$ cat config.mk
export PLATFORM = sky130hd
export DESIGN_NAME = axi_write_responder_flat
export DESIGN_NICKNAME = d
export VERILOG_FILES = /design/src/rtl/axi_write_responder_pkg.sv /design/src/rtl/axi_write_responder_if.sv /design/src/rtl/axi_aw_queue.sv /design/src/rtl/axi_write_responder.sv /design/src/flat_wrapper.sv
export SDC_FILE = /design/constraint.sdc
export NUM_CORES = 1
export LEC_CHECK = 0
export CAP_MARGIN = 40
export CORE_MARGIN = 5
export CORE_UTILIZATION = 55
export DETAILED_ROUTE_END_ITERATION = 10
export PLACE_DENSITY = 0.76
export SYNTH_ARGS = -nofsm -noshare
export SYNTH_HDL_FRONTEND = slang
export SYNTH_SLANG_ARGS = --single-unit
$ cat constraint.sdc
create_clock -name clk -period 3.2 [get_ports clk]
set_clock_uncertainty 0.05 [all_clocks]
set_input_delay 0.64 -clock clk [delete_from_list [all_inputs] [get_ports clk]]
set_output_delay 0.64 -clock clk [all_outputs]
set_load 0.02 [all_outputs]
$ cat src/rtl/axi_write_responder_pkg.sv
// Shared types for the AXI write responder: burst/response encodings, FSM states and the queued AW entry.
// Queue entries are sized by the package widths below; the top's width parameters default to them.
package axi_write_responder_pkg;

  localparam int AW_ID_W   = 4;
  localparam int AW_ADDR_W = 32;
  localparam int AW_LEN_W  = 8;

  typedef enum logic [1:0] {
    BURST_FIXED = 2'b00,
    BURST_INCR  = 2'b01,
    BURST_WRAP  = 2'b10,
    BURST_RSVD  = 2'b11
  } burst_e;

  typedef enum logic [1:0] {
    ST_IDLE,
    ST_BURST,
    ST_RESP
  } state_e;

  localparam logic [1:0] RESP_OKAY   = 2'b00;
  localparam logic [1:0] RESP_SLVERR = 2'b10;

  typedef struct packed {
    logic [AW_ID_W-1:0]   id;
    logic [AW_ADDR_W-1:0] addr;
    logic [AW_LEN_W-1:0]  len;
    logic [2:0]           size;
    burst_e               burst;
  } aw_req_t;

  // WRAP is not supported here, and beats wider than the data bus cannot be honoured.
  function automatic logic burst_illegal(burst_e burst, logic [2:0] size, logic [2:0] max_size);
    return (burst == BURST_WRAP) || (burst == BURST_RSVD) || (size > max_size);
  endfunction

endpackage

$ cat src/rtl/axi_write_responder_if.sv
// AW/W/B channel bundle between a write master and the responder; master drives AW, W and bready.
interface axi_write_responder_if #(
  parameter int ID_W       = 4,
  parameter int ADDR_W     = 32,
  parameter int LEN_W      = 8,
  parameter int DATA_BYTES = 4
);
  logic                    awvalid;
  logic                    awready;
  logic [ID_W-1:0]         awid;
  logic [ADDR_W-1:0]       awaddr;
  logic [LEN_W-1:0]        awlen;
  logic [2:0]              awsize;
  logic [1:0]              awburst;

  logic                    wvalid;
  logic                    wready;
  logic [ID_W-1:0]         wid;
  logic [8*DATA_BYTES-1:0] wdata;
  logic [DATA_BYTES-1:0]   wstrb;
  logic                    wlast;

  logic                    bvalid;
  logic                    bready;
  logic [ID_W-1:0]         bid;
  logic [1:0]              bresp;

  modport master (
    output awvalid, awid, awaddr, awlen, awsize, awburst,
    output wvalid, wid, wdata, wstrb, wlast,
    output bready,
    input  awready, wready, bvalid, bid, bresp
  );

  modport slave (
    input  awvalid, awid, awaddr, awlen, awsize, awburst,
    input  wvalid, wid, wdata, wstrb, wlast,
    input  bready,
    output awready, wready, bvalid, bid, bresp
  );
endinterface

$ cat src/rtl/axi_aw_queue.sv
// Synchronous FIFO of AW requests; head visible combinationally, push/pop take effect at the clock edge.
// Backpressure: full is from the registered count only, so a same-cycle pop never frees a slot for a push.
module axi_aw_queue
  import axi_write_responder_pkg::*;
#(
  parameter int DEPTH = 4
) (
  input  logic    clk,
  input  logic    rst,
  input  logic    push,
  input  aw_req_t push_data,
  input  logic    pop,
  output aw_req_t pop_data,
  output logic    full,
  output logic    empty
);

  localparam int PTR_W = $clog2(DEPTH);

  aw_req_t          slots [DEPTH];
  logic [PTR_W-1:0] wr_ptr;
  logic [PTR_W-1:0] rd_ptr;
  logic [PTR_W:0]   count;
  logic             do_push;
  logic             do_pop;

  assign full     = (count == (PTR_W+1)'(DEPTH));
  assign empty    = (count == '0);
  assign do_push  = push && !full;
  assign do_pop   = pop && !empty;
  assign pop_data = slots[rd_ptr];

  always_ff @(posedge clk) begin
    if (do_push) begin
      slots[wr_ptr] <= push_data;
    end
  end

  always_ff @(posedge clk) begin
    if (rst) begin
      wr_ptr <= '0;
      rd_ptr <= '0;
      count  <= '0;
    end else begin
      if (do_push) begin
        wr_ptr <= wr_ptr + PTR_W'(1);
      end
      if (do_pop) begin
        rd_ptr <= rd_ptr + PTR_W'(1);
      end
      case ({do_push, do_pop})
        2'b10:   count <= count + (PTR_W+1)'(1);
        2'b01:   count <= count - (PTR_W+1)'(1);
        default: count <= count;
      endcase
    end
  end

endmodule

$ cat src/rtl/axi_write_responder.sv
// AXI3 write slave endpoint: each accepted beat reaches the memory port one cycle after its W handshake; one B per burst.
// AW stalls only while the queue is full; W is accepted only mid-burst; B is held stable until bready.
module axi_write_responder
  import axi_write_responder_pkg::*;
#(
  parameter int ID_W       = AW_ID_W,
  parameter int ADDR_W     = AW_ADDR_W,
  parameter int LEN_W      = AW_LEN_W,
  parameter int DATA_BYTES = 4,
  parameter int AW_DEPTH   = 4
) (
  input  logic                    clk,
  input  logic                    rst,
  axi_write_responder_if.slave    bus,
  output logic                    mem_we,
  output logic [ADDR_W-1:0]       mem_addr,
  output logic [8*DATA_BYTES-1:0] mem_wdata,
  output logic [DATA_BYTES-1:0]   mem_wstrb
);

  localparam logic [2:0] MAX_SIZE = 3'($clog2(DATA_BYTES));

  state_e            state;
  aw_req_t           push_req;
  aw_req_t           head;
  logic              q_full;
  logic              q_empty;
  logic              q_push;
  logic              q_pop;

  logic [ID_W-1:0]   cur_id;
  logic [ADDR_W-1:0] cur_addr;
  logic [LEN_W-1:0]  cur_len;
  logic [2:0]        cur_size;
  burst_e            cur_burst;
  logic [LEN_W:0]    beat_cnt;
  logic              err;

  logic [LEN_W:0]    len_ext;
  logic              w_hs;
  logic              at_last;
  logic              beat_ok;
  logic              err_next;

  assign bus.awready = !q_full && !rst;
  assign q_push      = bus.awvalid && bus.awready;
  assign q_pop       = (state == ST_IDLE) && !q_empty;
  assign push_req    = '{id:    bus.awid,
                         addr:  bus.awaddr,
                         len:   bus.awlen,
                         size:  bus.awsize,
                         burst: burst_e'(bus.awburst)};

  axi_aw_queue #(
    .DEPTH(AW_DEPTH)
  ) u_aw_queue (
    .clk       (clk),
    .rst       (rst),
    .push      (q_push),
    .push_data (push_req),
    .pop       (q_pop),
    .pop_data  (head),
    .full      (q_full),
    .empty     (q_empty)
  );

  // beat_cnt saturates at len+1, so any beat past the last one fails the range test.
  assign len_ext  = {1'b0, cur_len};
  assign w_hs     = bus.wvalid && bus.wready;
  assign at_last  = (beat_cnt == len_ext);
  assign beat_ok  = !err && (bus.wid == cur_id) && (beat_cnt <= len_ext);
  assign err_next = !beat_ok || (bus.wlast != at_last);

  always_ff @(posedge clk) begin
    if (rst) begin
      state      <= ST_IDLE;
      bus.wready <= 1'b0;
      bus.bvalid <= 1'b0;
      bus.bid    <= '0;
      bus.bresp  <= RESP_OKAY;
      mem_we     <= 1'b0;
      mem_addr   <= '0;
      mem_wdata  <= '0;
      mem_wstrb  <= '0;
      cur_id     <= '0;
      cur_addr   <= '0;
      cur_len    <= '0;
      cur_size   <= '0;
      cur_burst  <= BURST_FIXED;
      beat_cnt   <= '0;
      err        <= 1'b0;
    end else begin
      mem_we <= 1'b0;
      case (state)
        ST_IDLE: begin
          if (!q_empty) begin
            cur_id     <= head.id;
            cur_addr   <= head.addr;
            cur_len    <= head.len;
            cur_size   <= head.size;
            cur_burst  <= head.burst;
            beat_cnt   <= '0;
            err        <= burst_illegal(head.burst, head.size, MAX_SIZE);
            bus.wready <= 1'b1;
            state      <= ST_BURST;
          end
        end
        ST_BURST: begin
          if (w_hs) begin
            if (beat_ok) begin
              mem_we    <= 1'b1;
              mem_addr  <= cur_addr;
              mem_wdata <= bus.wdata;
              mem_wstrb <= bus.wstrb;
            end
            if (cur_burst == BURST_INCR) begin
              cur_addr <= cur_addr + (ADDR_W'(1) << cur_size);
            end
            if (beat_cnt <= len_ext) begin
              beat_cnt <= beat_cnt + (LEN_W+1)'(1);
            end
            err <= err_next;
            if (bus.wlast) begin
              bus.wready <= 1'b0;
              bus.bvalid <= 1'b1;
              bus.bid    <= cur_id;
              bus.bresp  <= err_next ? RESP_SLVERR : RESP_OKAY;
              state      <= ST_RESP;
            end
          end
        end
        ST_RESP: begin
          if (bus.bready) begin
            bus.bvalid <= 1'b0;
            state      <= ST_IDLE;
          end
        end
        default: state <= ST_IDLE;
      endcase
    end
  end

endmodule

$ cat src/flat_wrapper.sv
// flat-port wrapper written by rule: the top's interface ports become plain ports
module axi_write_responder_flat import axi_write_responder_pkg::*;
#(
  parameter int ID_W       = AW_ID_W,
  parameter int ADDR_W     = AW_ADDR_W,
  parameter int LEN_W      = AW_LEN_W,
  parameter int DATA_BYTES = 4,
  parameter int AW_DEPTH   = 4
)
  (clk, rst, mem_we, mem_addr, mem_wdata, mem_wstrb, bus_awvalid, bus_awid, bus_awaddr, bus_awlen, bus_awsize, bus_awburst, bus_wvalid, bus_wid, bus_wdata, bus_wstrb, bus_wlast, bus_bready, bus_awready, bus_wready, bus_bvalid, bus_bid, bus_bresp);
  axi_write_responder_if #(.ID_W(ID_W), .ADDR_W(ADDR_W), .LEN_W(LEN_W), .DATA_BYTES(DATA_BYTES)) bus_i ();
  input  logic clk;
  input  logic rst;
  output logic mem_we;
  output logic [ADDR_W-1:0] mem_addr;
  output logic [8*DATA_BYTES-1:0] mem_wdata;
  output logic [DATA_BYTES-1:0] mem_wstrb;
  input wire logic [$bits(bus_i.awvalid)-1:0] bus_awvalid;
  input wire logic [$bits(bus_i.awid)-1:0] bus_awid;
  input wire logic [$bits(bus_i.awaddr)-1:0] bus_awaddr;
  input wire logic [$bits(bus_i.awlen)-1:0] bus_awlen;
  input wire logic [$bits(bus_i.awsize)-1:0] bus_awsize;
  input wire logic [$bits(bus_i.awburst)-1:0] bus_awburst;
  input wire logic [$bits(bus_i.wvalid)-1:0] bus_wvalid;
  input wire logic [$bits(bus_i.wid)-1:0] bus_wid;
  input wire logic [$bits(bus_i.wdata)-1:0] bus_wdata;
  input wire logic [$bits(bus_i.wstrb)-1:0] bus_wstrb;
  input wire logic [$bits(bus_i.wlast)-1:0] bus_wlast;
  input wire logic [$bits(bus_i.bready)-1:0] bus_bready;
  output wire logic [$bits(bus_i.awready)-1:0] bus_awready;
  output wire logic [$bits(bus_i.wready)-1:0] bus_wready;
  output wire logic [$bits(bus_i.bvalid)-1:0] bus_bvalid;
  output wire logic [$bits(bus_i.bid)-1:0] bus_bid;
  output wire logic [$bits(bus_i.bresp)-1:0] bus_bresp;
  assign bus_i.awvalid = bus_awvalid;
  assign bus_i.awid = bus_awid;
  assign bus_i.awaddr = bus_awaddr;
  assign bus_i.awlen = bus_awlen;
  assign bus_i.awsize = bus_awsize;
  assign bus_i.awburst = bus_awburst;
  assign bus_i.wvalid = bus_wvalid;
  assign bus_i.wid = bus_wid;
  assign bus_i.wdata = bus_wdata;
  assign bus_i.wstrb = bus_wstrb;
  assign bus_i.wlast = bus_wlast;
  assign bus_i.bready = bus_bready;
  assign bus_awready = bus_i.awready;
  assign bus_wready = bus_i.wready;
  assign bus_bvalid = bus_i.bvalid;
  assign bus_bid = bus_i.bid;
  assign bus_bresp = bus_i.bresp;
  axi_write_responder #(.ID_W(ID_W), .ADDR_W(ADDR_W), .LEN_W(LEN_W), .DATA_BYTES(DATA_BYTES), .AW_DEPTH(AW_DEPTH)) u_core (.clk(clk), .rst(rst), .bus(bus_i), .mem_we(mem_we), .mem_addr(mem_addr), .mem_wdata(mem_wdata), .mem_wstrb(mem_wstrb));
endmodule
After elaboration in Yosys (flattened, before gate mapping)

Memory sizes are Yosys's and may differ from the RTL's. A register that Yosys moved wholly into a read port is not among the register bits.
Cells that the tools add are included.

Bits in writable memories: 196
Input port bits: 95
Logic and storage cells: 111
Latch bits: 0
Bits in registers: 145
Bits in read-only memories: 0
Output and inout bits: 78
Memories kept: 1

Multipliers: 0
Reduce and logical (&&, ||, !) cells: 31
Shift-type cells: 1
Add/sub/neg operators: 6
$lt $le $gt $ge: 2
Div/mod/pow operators: 0
Muxes and demuxes: 31
Eq/ne operators: 17
Bitwise logic cells: 3

Memory list:

| memory                  | words | bits a word | read ports | clocked after memory_dff | write ports | RTL line           | text |
|---|---|---|---|---|---|---|---|
| u_core.u_aw_queue.slots | 4     | 49          | 1          | 1                        | 1           | axi_aw_queue.sv:20 | `aw_req_t slots [DEPTH];` |

Operators with widths:

| kind                                                   | count |
|---|---|
| 2-to-1 mux 32 bit                                      | 3 |
| case mux 32 bit (2 select lines)                       | 1 |
| adder 32 bit                                           | 1 |
| << shifter 1 x 3 -> 32 bit (first input constant)      | 1 |
| 2-to-1 mux 9 bit                                       | 3 |
| AND reduction 4 bit                                    | 5 |
| case mux 9 bit (2 select lines)                        | 1 |
| 2-to-1 mux 2 bit                                       | 7 |
| 2-to-1 mux 1 bit                                       | 11 |
| adder 9 x 1 -> 9 bit (second input constant)           | 1 |
| == test 9 x 8 -> 1 bit                                 | 1 |
| less-or-equal comparator 9 x 8 -> 1 bit                | 1 |
| AND reduction 3 bit                                    | 3 |
| == test 2 bit (second input constant)                  | 4 |
| logical AND 1 bit                                      | 8 |
| == test 2 x 1 -> 1 bit (second input constant)         | 3 |
| inequality test 2 x 1 -> 1 bit (second input constant) | 3 |
| inequality test 2 bit (second input constant)          | 3 |
| case mux 1 bit (2 select lines)                        | 3 |
| case mux 2 bit (3 select lines)                        | 1 |
| case mux 3 bit (2 select lines)                        | 1 |
| nonzero test 2 bit                                     | 3 |
| logical NOT 1 bit                                      | 5 |
| adder 2 x 1 -> 2 bit (second input constant)           | 2 |
| other kinds (12)                                       | 16 |

Longest topological paths before layout

Gate-level depths: netlist of the first run.

Depth after elaboration: 7
Depth in mapped cells: 12
Mapped depth without buffers: 10

Modules after synthesis

A second synthesis of the first run with hierarchy kept.

Cell total of the unflattened synthesis: 1143
Area total of the unflattened synthesis: 14756.7 um2

Modules (own cells, without submodules):

| module              | times used | cells each | area an instance (um2) | sequential area each (um2) |
|---|---|---|---|---|
| axi_aw_queue        | 1          | 310        | 7562.3                 | 6065.8 |
| axi_write_responder | 1          | 833        | 7194.4                 | 2742.6 |

Worst setup path after synthesis of the first run

OpenSTA, ideal clock, no wires.

Path kind: in2reg
Start: input port rst
End: memory u_core.u_aw_queue.slots[0][0] (netlist name), enable pin
Arrival: 2.659 ns
Buffers on the path: 1
Required time: 2.738 ns
Library setup time: 0.412 ns
Stages on the path: 3
Path slack: 0.080 ns
Path through: clkbuf_1 > a31oi_1 > and3_1

Cells in the longest elaborated chain, start to end: 6

RTL lines:

| element                                | RTL line                  | text |
|---|---|---|
| from (decl)                            | flat_wrapper.sv:13        | `input logic rst;` |
| logical NOT 1 bit                      | axi_write_responder.sv:45 | `assign bus.awready = !q_full && !rst;` |
| logical AND 1 bit                      | axi_write_responder.sv:45 |  |
| net bus_awready                        | flat_wrapper.sv:30        | `output wire logic [$bits(bus_i.awready)-1:0] bus_awready;` |
| logical AND 1 bit                      | axi_write_responder.sv:46 | `assign q_push = bus.awvalid && bus.awready;` |
| logical AND 1 bit                      | axi_aw_queue.sv:29        | `assign do_push = push && !full;` |
| 2-to-1 mux 1 bit                       | axi_aw_queue.sv:34        | `if (do_push) begin` |
| 2-to-1 mux 1 bit (not written as such) | axi_aw_queue.sv:35        | `slots[wr_ptr] <= push_data;` |
| to (decl)                              | axi_aw_queue.sv:20        |  |

The timed path passes the listed nets, and every way through them passes these cells.

Worst setup path after layout of the first run

Start: register u_core.cur_size[1]
End: register u_core.cur_addr[20]

Cells in the longest elaborated chain, start to end: 5

RTL lines:

| element                          | RTL line                   | text |
|---|---|---|
| from (decl)                      | axi_write_responder.sv:34  | `logic [2:0] cur_size;` |
| from (signal assigned)           | axi_write_responder.sv:100 | `cur_size <= head.size;` |
| << shifter 1 x 3 -> 32 bit       | axi_write_responder.sv:117 | `cur_addr <= cur_addr + (ADDR_W'(1) << cur_size);` |
| adder 32 bit                     | axi_write_responder.sv:117 |  |
| 2-to-1 mux 32 bit                | axi_write_responder.sv:116 | `if (cur_burst == BURST_INCR) begin` |
| 2-to-1 mux 32 bit                | axi_write_responder.sv:109 | `if (w_hs) begin` |
| case mux 32 bit (2 select lines) | axi_write_responder.sv:94  | `case (state)` |
| to (signal assigned)             | axi_write_responder.sv:98  | `cur_addr <= head.addr;` |
| to (signal assigned)             | axi_write_responder.sv:117 |  |
| to (decl)                        | axi_write_responder.sv:32  | `logic [ADDR_W-1:0] cur_addr;` |

No other way between the ends. The select of a mux whose other input is x is not followed.
A chain may end at the register's enable or synchronous reset.

==> results.ini, run 1 <==
[status]
outcome = completed

[power]
power_leakage_uw = 0.00574
p_seq_share_pct = 43.7
peakVddDrop_mv = 0.537
power.density_nw_per_um2 = 738
p_comb_share_pct = 25.0
switchingPower_uw = 3850
swShare_pct = 30.5
p_int_uw = 8770
clkPwrFrac_pct = 31.3

[critical_path]
path_class = reg2reg
cp.arrival_ps = 3320
path_cells = nor3_1 > ha_1 > fa_1 > a211oi_2 > nor3b_1 > o311ai_1 > buf_4 > o22ai_1 > a2111oi_0
crit_buf_inv = 1
endpoint_kind = register
critPathTopFamily = compound AO/OA/AOI/OAI gates
path_max_fanout = 11
required_ps = 3540
slowest_stage = dfxtp_1
crit_path_max_incr_delay_ps = 470
worst_setup_path_start_kind = register

[placement]
portBuffers = 171
place_congestion = 0.905
place_hpwl_mm = 20.8
dp_slack_ps = 333

[floorplanning]
initial_core_util_pct = 55.4
rows = 58
dieHeight_um = 169
fp.dieW_um = 169
core_area_um2 = 25000
die_area_um2 = 28400
ios = 173

[drt]
dr.pass1.iters = 5
wl_per_cell_um = 19.6
vias = 9544
drc = 0
viasPerCell = 5.83
antenna_left = 0
routed_wl_mm = 32.0
drt_iter0_markers = 872

[sta]
maxSlewViolCount = 0
setup_ws_ps = 220
period_share_pct = 93.1
fin_tns_setup_ps = 0
period_minus_slack_ps = 2980
slew-limit-headroom_pct = 42.0
max_freq_ghz = 0.336
tightestPinTransition_ps = 870
setup_viol = 0
finalHoldViolations = 0

[final_layout]
seqCellArea_um2 = 8810
diodes = 0
multiInputGateArea_um2 = 4680
areaGrowthSynthToFinish_pct = 23.7
final.fill_count = 1772
drive_above_1_share_pct = 12.0
layout.nets = 1402

[synth]
synth_edf_count = 196
postSynth.asyncResetShare_pct = 0
seq_area_frac_synth_pct = 63.7
yosys_warnings = 0
synth_area_leaders = edfxtp_1, dfxtp_1, mux4_2
ys_ff_latch = 342
synth_area_um2 = 13800
synth_top_area_share_pct = 42.5
netlist_instances = 1115
syn_avg_cell_area_um2 = 12.4
synth_top_flop_cell = edfxtp_1
synth_top_area_cell = edfxtp_1
syn_nets = 1234
synth_cell_types = 78

[global_routing]
gr-total-overflow = 0
grt_pass1_wl_mm = 50.5
antenna_found_initial = 0
grt_pass1_vias = 9337
grt_use_total_pct = 22.2
grt_max_degree = 85

[clocking]
cts_resized = 0
numCtsBuffers = 35
htree_levels = 2
clk_latency_ps = 530
clockRootBuffer = clkbuf_16
clockBufferDepth = 3
hold_buffers = 0
clk_pin_slew_ps = 60
cts_tree = done
cts.sinks = 342
post-cts-setup-buffers = 0

[worst_hold_path]
worstHoldPathType = reg2reg

[flow_run]
maxCapViolCount = 0

[routing by layer]
layer | share of wire [%] | vias up | track usage (%)
met5 | 0 | - | 0
met4 | 2.2 | 0 | 6.28
met3 | 9.2 | 67 | 4.74
met2 | 47 | 455 | 35.7
met1 | 42 | 4570 | 31.2
li1 | - | 4452 | -
[registers in the layout, indices dropped and copies added, names as in the netlist, 4 cells and up, named ones only]
signal	flops
u_core.mem_wstrb	4
u_core.cur_addr	32
u_core.mem_addr	32
u_core.mem_wdata	32
u_core.beat_cnt	9
u_core.u_aw_queue.slots	196
u_core.cur_id	4
u_core.bus.bid	4
u_core.cur_len	8
[layout make-up]
cell class / count / share of cell area (%)
Inverter: 21 / 0.461
Sequential cell: 342 / 51.5
Tap cell: 330 / 2.41
Clock inverter: 12 / 0.761
Clock buffer: 49 / 5.78
Multi-Input combinational cell: 683 / 27.3
Timing Repair Buffer: 200 / 11.7
[cell usage after synthesis, drive strengths merged (12+ instances only)]
master    n
nor2     47
clkbuf   47
inv      21
a21oi   114
nor3     20
nand3    16
a21o     12
and3     14
buf      22
o21ai    18
dfxtp   146
nand2   218
edfxtp  196
mux4     49
ha       22
[kinds of logic after synthesis]
group / share of synthesized area [%]
adder cells (fa/ha/maj): 2.28
AO/OA/AOI/OAI: 9.69
multiplexers: 8.71
AND/OR/NAND/NOR: 12.1
flip-flops: 63.7
other: 0.0271
buffers and inverters: 2.69
XOR/XNOR: 0.886
[through the flow]
stage | instances | total power (uW) | hold WS, ps | instance area (um2) | utilization (%)
4_1_cts | 1637 | 12700 | 400 | 17100 | 68.5
5_1_grt | 1637 | 13300 | 417 | 17100 | 68.5
3_3_place_gp | 1575 | 8590 | 387 | 16000 | 64.0
6_report | 1637 | 12600 | 398 | 17100 | 68.5
2_1_floorplan | 1115 | 7700 | 382 | 13800 | -
3_5_place_dp | 1576 | 8710 | 392 | 16000 | 64.0
[worst paths after layout]
kind                       from             endpoint  slack [ps]  cells past startpoint
max          u_core.cur_size[1]  u_core.cur_addr[20]         220                      9
min          u_core.mem_addr[4]   u_core.mem_addr[4]         400                      2
max reg2reg  u_core.cur_size[1]  u_core.cur_addr[20]         220                      9
min reg2reg  u_core.mem_addr[4]   u_core.mem_addr[4]         400                      2
[worst reg2reg max path, cell delays in order (launching register included)]
cell and delay (ps):
dfxtp_1 470, nor3_1 100, ha_1 220, fa_1 470, a211oi_2 320, nor3b_1 160
o311ai_1 320, buf_4 240, o22ai_1 100, a2111oi_0 400
[power by group through the flow]
stage | registers (uW) | clock network (uW) | logic, uW
finish | 5510 | 3950 | 3160
global route | 5570 | 4220 | 3480
CTS | 5500 | 4030 | 3150
detailed placement | 5590 | 0 | 3120
global placement | 5570 | 0 | 3030
floorplan | 5390 | 0 | 2310
[cell usage in the layout (no fill, tap or decap), types with 16 or more instances in the layout]
| cell type | Yosys | layout |
|---|---|---|
| a21oi_1 | 114 | 114 |
| clkbuf_16 | 0 | 36 |
| nand2_1 | 218 | 218 |
| nor2_1 | 47 | 47 |
| dfxtp_1 | 146 | 144 |
| nor3_1 | 20 | 20 |
| inv_1 | 21 | 21 |
| buf_4 | 1 | 23 |
| o21ai_0 | 17 | 17 |
| edfxtp_1 | 196 | 196 |
| ha_1 | 22 | 22 |
| nand3_1 | 16 | 16 |
| clkdlybuf4s50_1 | 0 | 170 |
| mux4_2 | 49 | 49 |
No activity file was read; power rests on OpenSTA's default activity.
==> run 2, diff against run 1 <==
--- a/config.mk
+++ b/config.mk
@@ -5,11 +5,13 @@
 export SDC_FILE = /design/constraint.sdc
 export NUM_CORES = 1
 export LEC_CHECK = 0
+export ABC_AREA = 1
 export CAP_MARGIN = 40
 export CORE_MARGIN = 5
-export CORE_UTILIZATION = 55
+export CORE_UTILIZATION = 56
 export DETAILED_ROUTE_END_ITERATION = 10
-export PLACE_DENSITY = 0.76
+export PLACE_DENSITY = 0.77
+export RECOVER_POWER = 50
 export SYNTH_ARGS = -nofsm -noshare
 export SYNTH_HDL_FRONTEND = slang
 export SYNTH_SLANG_ARGS = --single-unit
==> run 2 against run 1 <==
Synthesized area up 11%. Hold slack better by 15 ps. Design area up 7.0%. Combinational power up 15%. Maximum frequency up 7.5%. Core utilization down 0.60 points. Flip-flop and latch count unchanged. Critical path depth down 6. Global-route usage up 0.26 points.
==> results.ini, run 2 <==
[critical_path]
rr_endpoint = u_core.mem_addr[13]
worst_setup_path_start_kind = input pin
rrSetupSlack_ps = 660
critPathTopFamily = buffers and inverters
rr_startpoint = u_core.beat_cnt[4]
path_cells = dlygate4sd3_1 > a31oi_1 > clkdlybuf4s50_1
path_class = in2out
slowest_stage = clkdlybuf4s50_1
r2r.worst_path.cells = 14
path_depth = 3
required_ps = 2510
endpoint_kind = output pin
cp.arrival_ps = 2080
crit_buf_inv = 2
crit_path_max_incr_delay_ps = 670
path_max_fanout = 2

[synth]
synth_area_um2 = 15300
synth_xor_area_share_pct = 1.09
syn_nets = 1781
seq_area_frac_synth_pct = 57.6
synth_area_leaders = edfxtp_1, dfxtp_1, nand2_1
synth_top_area_share_pct = 38.5
yosys.area_share.adder_pct = 2.06
ys_ff_latch = 342
syn_avg_cell_area_um2 = 9.21
synth_top_area_cell = edfxtp_1
synth_cell_types = 39
synth_top_family_by_area = simple AND/OR/NAND/NOR gates
postSynth.asyncResetShare_pct = 0
yosys_warnings = 0
synth_commonest_cells = nand2_1, nor2_1, edfxtp_1, inv_1, dfxtp_1
netlist_instances = 1662
synth.most_common_cell = nand2_1
synth_compound_area_share_pct = 9.22
synth_edf_count = 196
yosys.area_share.simple_pct = 22.7
muxShareOfSynthArea_pct = 0
synth_top_flop_cell = edfxtp_1

[final_layout]
layout.nets = 1937
layout_common_cells = nand2_1, nor2_1, edfxtp_1, inv_1, dfxtp_1
final.fill_count = 2092
drive_above_1_share_pct = 11.8
top_register = u_core.u_aw_queue.slots
multiInputGateArea_um2 = 5390
areaGrowthSynthToFinish_pct = 19.7
diodes = 0
fin_util_pct = 67.9
seqCellArea_um2 = 8810
largest_reg_flops = 196
layout_commonest_cell = nand2_1

[clocking]
post-cts-setup-buffers = 0
cts_tree = done
cts_resized = 0
cts.sinks = 342
clk_latency_ps = 520
clockRootBuffer = clkbuf_16
hold_buffers = 0
htree_levels = 2
numCtsBuffers = 36
clk_pin_slew_ps = 60
clockBufferDepth = 3

[floorplanning]
rows = 60
die_area_um2 = 30700
initial_core_util_pct = 56.8
dieHeight_um = 175
ios = 173
core_area_um2 = 27000
fp.dieW_um = 175

[sta]
finalHoldViolations = 0
rsz0062_at_grt = no
tightestPinTransition_ps = 1110
fin_tns_setup_ps = 0
hold_ws_ps = 413
setup_viol = 0
slew-limit-headroom_pct = 25.8
maxSlewViolCount = 0
period_minus_slack_ps = 2770
max_freq_ghz = 0.361
period_share_pct = 86.6

[global_routing]
grt_use_total_pct = 22.5
grt_pass1_vias = 11195
antenna_found_initial = 1
grt_max_degree = 83
grt_pass1_wl_mm = 57.0
gr-total-overflow = 0

[drt]
routed_wl_mm = 34.9
wl_per_cell_um = 16.0
viasPerCell = 5.32
drt_iter0_markers = 1026
antenna_left = 0
drc = 0
vias = 11623
dr.pass1.iters = 5

[flow_run]
maxCapViolCount = 0

[worst_hold_path]
worstHoldPathType = reg2reg
holdPathStages = 1
worstHoldStart = u_core.u_aw_queue.rd_ptr[1]

[power]
power.density_nw_per_um2 = 714
peakVddDrop_mv = 0.481
power_leakage_uw = 0.00730

[placement]
portBuffers = 171
place_congestion = 0.906
place_hpwl_mm = 23.5

[status]
outcome = completed

## run 2: cell count changes after synthesis, sizes merged, moves of 11 or more
cell / delta
a221oi: +18
xor2: +11
inv: +139
clkbuf: -14
buf: +25
o22ai: +13
nand3: +64
o21ai: +80
and3: -14
nor2: +217
nand2: +177
mux4: -49
## run 2: cells by family (layout without fill, tap and decap cells)
group / count (synthesis) / after routing
AND/OR/NAND/NOR: 777 / 777
other: 1 / 1
XOR/XNOR: 19 / 19
AO/OA/AOI/OAI: 258 / 258
flip-flops: 342 / 342
buffers and inverters: 241 / 422
adder cells (fa/ha/maj): 24 / 24
## run 2: area by class of cell
type / instances / share of cell area, %
inverters: 161 / 3.31
clock inverters: 13 / 0.553
well taps: 341 / 2.33
repair buffers: 198 / 10.8
flip-flops and latches: 342 / 48.1
clock buffers: 50 / 5.48
multi-input cells: 1079 / 29.4
## run 2: worst max path at each step
stage | slack (ps) | end | start
detailed placement | 410 | u_core.u_aw_queue.count[1] | rst
floorplan | -190 | u_core.u_aw_queue.slots[0][0] | rst
global route | 270 | u_core.cur_addr[21] | rst
global placement | 490 | u_core.u_aw_queue.count[2] | rst
finish | 430 | bus_awready | rst
CTS | 560 | bus_awready | rst
## run 2: power by group
| group | internal (uW) | switching (uW) | total [uW] |
|---|---|---|---|
| Clock | 2270 | 1630 | 3910 |
| Sequential | 5100 | 434 | 5540 |
| Combinational | 1210 | 2420 | 3630 |
| Total | 8590 | 4490 | 13100 |
## run 2: layer usage
layer	track usage (%)	wire (um)	part of all wire (%)
met4	5.34	704	2.0
met5	0	0	0
met3	4.00	2510	7.2
met1	32.2	15900	46
met2	36.2	15700	45
## run 2: per-stage QoR
step / worst slack (ps) / total power (uW) / std cells / area (um2)
finish: 428 / 13100 / 2184 / 18300
global route: 267 / 13800 / 2184 / 18300
CTS: 560 / 13100 / 2184 / 18400
detailed placement: 409 / 9200 / 2121 / 17300
global placement: 486 / 9100 / 2120 / 17200
floorplan: -187 / 8020 / 1662 / 15300
